`config.mk`:
```
export PLATFORM = sky130hd
export DESIGN_NAME = fifo_word_reader
export DESIGN_NICKNAME = d
export VERILOG_FILES = /design/src/rtl/fifo_word_reader.sv
export SDC_FILE = /design/constraint.sdc
export NUM_CORES = 1
export LEC_CHECK = 0
export BUFFER_PORTS_ARGS = -buffer_cell sky130_fd_sc_hd__buf_4
export CORE_MARGIN = 2
export CORE_UTILIZATION = 56
export DETAILED_ROUTE_END_ITERATION = 6
export GPL_TIMING_DRIVEN = 0
export HOLD_SLACK_MARGIN = 0.1
export PLACE_DENSITY = 0.89
export SLEW_MARGIN = 20
export SYNTH_ARGS = -nofsm -noshare
export SYNTH_HDL_FRONTEND = slang
export SYNTH_SLANG_ARGS = --single-unit
```
`constraint.sdc`:
```
create_clock -name rd_clk -period 5.4 [get_ports rd_clk]
set_clock_uncertainty 0.1 [all_clocks]
set_input_delay 0.81 -clock rd_clk [delete_from_list [all_inputs] [get_ports rd_clk]]
set_output_delay 0.81 -clock rd_clk [all_outputs]
set_load 0.01 [all_outputs]
```
`src/rtl/fifo_word_reader.sv`:
```
// Read-side consumer for the 8-bit async FIFO: drains bytes with one-cycle read latency
// and packs them little-endian into words on a valid/ready stream, with flush support.
module fifo_word_reader #(
    parameter int BYTES_PER_WORD = 4,
    parameter int CNT_W          = 16
) (
    input  logic                        rd_clk,
    input  logic                        rd_rst,
    input  logic                        fifo_empty,
    input  logic [7:0]                  fifo_out,
    output logic                        rd_en,
    input  logic                        flush,
    output logic [8*BYTES_PER_WORD-1:0] m_data,
    output logic [BYTES_PER_WORD-1:0]   m_keep,
    output logic                        m_last,
    output logic                        m_valid,
    input  logic                        m_ready,
    output logic [CNT_W-1:0]            words_out
);

    localparam int DW = 8 * BYTES_PER_WORD;
    localparam int CW = $clog2(BYTES_PER_WORD + 1);
    localparam logic [CW-1:0] FULL_CNT = CW'(BYTES_PER_WORD);

    logic [DW-1:0]             asm_q, asm_d;
    logic [CW-1:0]             asm_cnt_q, asm_cnt_d;
    logic                      rd_pending_q, rd_pending_d;
    logic [DW-1:0]             m_data_q, m_data_d;
    logic [BYTES_PER_WORD-1:0] m_keep_q, m_keep_d;
    logic                      m_last_q, m_last_d;
    logic                      m_valid_q, m_valid_d;
    logic                      flush_pend_q, flush_pend_d;
    logic [CNT_W-1:0]          words_out_q, words_out_d;

    logic                      xfer;
    logic                      accept;
    logic [CW:0]               slots_used;
    logic [BYTES_PER_WORD-1:0] keep_mask;
    logic [DW-1:0]             masked_word;

    // A lane is committed as soon as its read is strobed, so slots count the byte in flight.
    always_comb begin
        slots_used = {1'b0, asm_cnt_q} + {{CW{1'b0}}, rd_pending_q};
        accept     = m_valid_q && m_ready;
        xfer       = ((asm_cnt_q == FULL_CNT) ||
                      (flush_pend_q && !rd_pending_q && (asm_cnt_q != '0))) &&
                     (!m_valid_q || m_ready);
        rd_en      = !rd_rst && !fifo_empty && !flush_pend_q &&
                     ((slots_used < (CW+1)'(BYTES_PER_WORD)) || xfer);
    end

    always_comb begin
        keep_mask   = BYTES_PER_WORD'((1 << asm_cnt_q) - 1);
        masked_word = '0;
        for (int i = 0; i < BYTES_PER_WORD; i++) begin
            masked_word[i*8 +: 8] = keep_mask[i] ? asm_q[i*8 +: 8] : 8'h00;
        end

        asm_d        = asm_q;
        asm_cnt_d    = asm_cnt_q;
        rd_pending_d = rd_en;
        m_data_d     = m_data_q;
        m_keep_d     = m_keep_q;
        m_last_d     = m_last_q;
        m_valid_d    = m_valid_q;
        flush_pend_d = flush_pend_q;
        words_out_d  = words_out_q + CNT_W'(accept);

        // Emptying the assembly first lets a byte landing on the same edge fall into lane 0.
        if (xfer) begin
            asm_d     = '0;
            asm_cnt_d = '0;
        end
        if (rd_pending_q) begin
            asm_d[asm_cnt_d*8 +: 8] = fifo_out;
            asm_cnt_d               = asm_cnt_d + CW'(1);
        end

        if (xfer) begin
            m_data_d  = masked_word;
            m_keep_d  = keep_mask;
            m_last_d  = flush_pend_q;
            m_valid_d = 1'b1;
        end else if (accept) begin
            m_valid_d = 1'b0;
        end

        if (!flush_pend_q) begin
            flush_pend_d = flush;
        end else if (!rd_pending_q && ((asm_cnt_q == '0) || xfer)) begin
            flush_pend_d = 1'b0;
        end
    end

    always_ff @(posedge rd_clk or posedge rd_rst) begin
        if (rd_rst) begin
            asm_q        <= '0;
            asm_cnt_q    <= '0;
            rd_pending_q <= 1'b0;
            m_data_q     <= '0;
            m_keep_q     <= '0;
            m_last_q     <= 1'b0;
            m_valid_q    <= 1'b0;
            flush_pend_q <= 1'b0;
            words_out_q  <= '0;
        end else begin
            asm_q        <= asm_d;
            asm_cnt_q    <= asm_cnt_d;
            rd_pending_q <= rd_pending_d;
            m_data_q     <= m_data_d;
            m_keep_q     <= m_keep_d;
            m_last_q     <= m_last_d;
            m_valid_q    <= m_valid_d;
            flush_pend_q <= flush_pend_d;
            words_out_q  <= words_out_d;
        end
    end

    assign m_data    = m_data_q;
    assign m_keep    = m_keep_q;
    assign m_last    = m_last_q;
    assign m_valid   = m_valid_q;
    assign words_out = words_out_q;

endmodule

```
==> results by group <==
Status
  • Status: completed

Clock network
  • Clock Tree Root: clkbuf_8
  • Reg clk slew, reported paths: about 0.08 ns
  • Post-CTS setup buffer count: 0
  • H-tree levels: 3
  • Clock Tree Buf Depth: 2
  • TritonCTS clock tree: yes
  • CTS Sinks: 91
  • CTS resizes: 0
  • Clk Latency, worst-skew pair: approximately 0.36 ns
  • CTS Hold Bufs: 0
  • Number of CTS-inserted buffers: 9

Route
  • Routed len/inst: about 17 µm
  • DRC: 0
  • 1st-iter DRT viols: 170
  • Drt pass-1 iters: 4
  • Final ANT Viol Nets: 0
  • Vias/cell: ~5.6
  • Via count: ~2800
  • Routed wire length: 8500 µm

Critical path
  • Critical path type: register to register
  • Crit-path max cell delay: ~0.65 ns
  • CP required: 5.59 ns
  • Worst-path maximum fanout: 10
  • Worst R2R Path Depth: 11
  • Critical-path top delay cell: a2111oi_4
  • Critical Path AT: approximately 3.6 ns
  • CP cell instances: buf_6 -> nor2_4 -> mux2_4 -> nand2_2 -> buf_2 -> nand2_1 -> ha_1 -> ha_1 -> nand4bb_1 -> a2111oi_4 -> a22o_1
  • R2R setup slack: 1.99 ns
  • Most used cell, CP: ha_1
  • Crit. End Element: register
  • R2R Path End: asm_q[6]
  • Crit path launch: asm_cnt_q[1]
  • R2r startpoint: asm_cnt_q[1]
  • Startpoint types: register

Logic synthesis
  • Synthesized Nets: roughly 360
  • Post-synth top area share: 58.9%
  • Top-count cell post-synth: dfrtp_1
  • Synthesized cell area: 3870 µm²
  • Sequential share of the synthesized area: about 59%
  • Syn Area/Cell: between 10 and 15 µm²
  • Synth Register Bits: between 90 and 100
  • Yosys top cell by area: dfrtp_1
  • Number of synthesized flops with an enable pin: 0
  • Count of cell types in the netlist: 43
  • Largest cells by area after synthesis: dfrtp_1, nand2_1, o21ai_0, a22o_1, mux2_2
  • Synth Warn #: 0
  • Post-synthesis cell count: 342
  • Ys flop type: dfrtp_1
  • Top cells by count, synth: dfrtp_1, nand2_1, o21ai_0, a22o_1, nor2_1
  • Post-synthesis async set-or-reset flop share: 100%

Die
  • Initial Util: 57.5%
  • Core area: ~6700 µm²
  • Die H: roughly 87 µm
  • I/O pin cnt: between 60 and 70
  • Total die area: approximately 7600 µm²
  • Rows: 30
  • Chip Width: between 80 and 90 µm

Flow run
  • Maxcap violations: 0

STA
  • Relative slew slack: between 50% and 60%
  • Final Max Tran Viols: 0
  • Fin crit period: 3.41 ns
  • Setup TNS: 0 ns
  • RSZ-0062 raised after global routing: no
  • Max Fclk: 0.293 GHz
  • Endpoints failing setup: 0
  • Worst-Margin Slew: ~0.6 ns
  • Final count of hold timing violations: 0
  • Final Cycle Share: between 60% and 70%

Global route
  • Global-route wire length before repair: around 14000 µm
  • Vias in the first global route: 2837
  • GRT Util Overall: approximately a quarter
  • GRT overflow: 0
  • Largest net degree at the start of global routing: 48
  • Antenna violations before repair: 0

Min path
  • Hold Path End: m_keep[0]
  • HP Class: register to register
  • Hold path depth: 1
  • Hold_sp: m_keep[0]

Placement
  • HPWL Detailed: between 5000 and 6000 µm
  • Routability cong.: 0.836
  • Dpl cells: slightly below 500
  • Count of input and output buffers: 67

Power and ir drop
  • Leakage: 2.36 nW
  • PwrDens: approximately 450 nW/µm²
  • Peak VDD IR: between 0.0002 and 0.0003 V

Cells and area
  • Area grow syn2layout: 22.8%
  • Fill count: around 520
  • Nets: between 400 and 500
  • Final std cells w/o fill: 506
  • Share of cells above drive strength 1: around 28%
  • Number of diodes: 0
## where the power goes
part           total (W)  switching (W)  internal [W]
logic           0.000712       0.000402      0.000310
registers       0.000880      0.0000827      0.000797
clock network   0.000564       0.000241      0.000324
## flip-flops by register name, summed over array words and instances (netlist names)
signal / flops
flush_pend_q: 1
rd_pending_q: 1
m_keep: 4
asm_q: 32
m_data: 32
words_out: 16
m_valid: 1
asm_cnt_q: 3
m_last: 1
## worst max path at each step
stage | cells past startpoint | to | slack, ns
after floorplan | 1 | asm_cnt_q[0] | 2.13
after global placement | 2 | m_data[14] | 1.23
after detailed placement | 10 | asm_q[3] | 1.83
after CTS | 11 | asm_q[6] | 2.02
after global routing | 11 | asm_q[4] | 1.79
final | 11 | asm_q[6] | 1.99
## worst max-delay path: cells and delay by family (launching register included)
kind | cells | cell delay [ns]
adders and majority gates | 2 | 0.55
buffers and inverters | 2 | 0.39
muxes | 1 | 0.34
and+or+nand+nor | 4 | 0.66
AOI/OAI and AO/OA | 2 | 0.91
DFF | 1 | 0.38
## layout make-up
| class | instances | area [µm²] | area share (%) |
|---|---|---|---|
| flip-flops and latches | 91 | 2280 | 47.9 |
| multi-input cells | 231 | 1470 | 31.0 |
| repair buffers | 68 | 531 | 11.2 |
| clock buffers | 11 | 141 | 2.98 |
| clock inverters | 5 | 109 | 2.29 |
| plain buffers | 17 | 106 | 2.24 |
| well taps | 80 | 100 | 2.11 |
| inverters | 3 | 13.8 | 0.290 |
## layer usage
layer | global-route usage, % | vias to the layer above | part of all wire [%] | wire length, µm
met1 | 34.4 | 1393 | 42 | 3580
met3 | 4.55 | 18 | 6.9 | 586
li1 | - | 1340 | - | -
met5 | 0 | - | 0 | 0
met4 | 11.0 | 0 | 2.1 | 179
met2 | 37.3 | 94 | 49 | 4150
## kinds of logic after synthesis
kind of cell               share of synthesized area, %
and+or+nand+nor                                    14.4
AOI/OAI and AO/OA                                  12.4
DFF                                                58.9
muxes                                              5.92
buffers and inverters                              3.04
xor gates and xnor gates                           3.40
adders and majority gates                          1.94
## through the flow
step	worst slack (ns)	power (W)	utilization, %	instance area, µm²	hold WS (ns)
finish	1.99	0.00216	70.7	4750	0.379
global route	1.79	0.00228	70.7	4750	0.412
CTS	2.02	0.00216	70.7	4750	0.387
detailed placement	1.83	0.00160	67.0	4500	0.361
global placement	1.23	0.00157	66.5	4470	0.352
floorplan	2.13	0.00136	-	3870	0.362
## placed cells by master, fill, tap and decap left out, drive strengths merged, types with 9 or more instances in the layout
| master | count |
|---|---|
| o21ai | 43 |
| dfrtp | 91 |
| mux2i | 9 |
| nand2 | 56 |
| nand2b | 10 |
| nor2 | 18 |
| a21oi | 14 |
| xnor2 | 10 |
| a22o | 16 |
| buf | 80 |
| clkbuf | 16 |
| mux2 | 12 |
(Power assumes the default switching activity.)
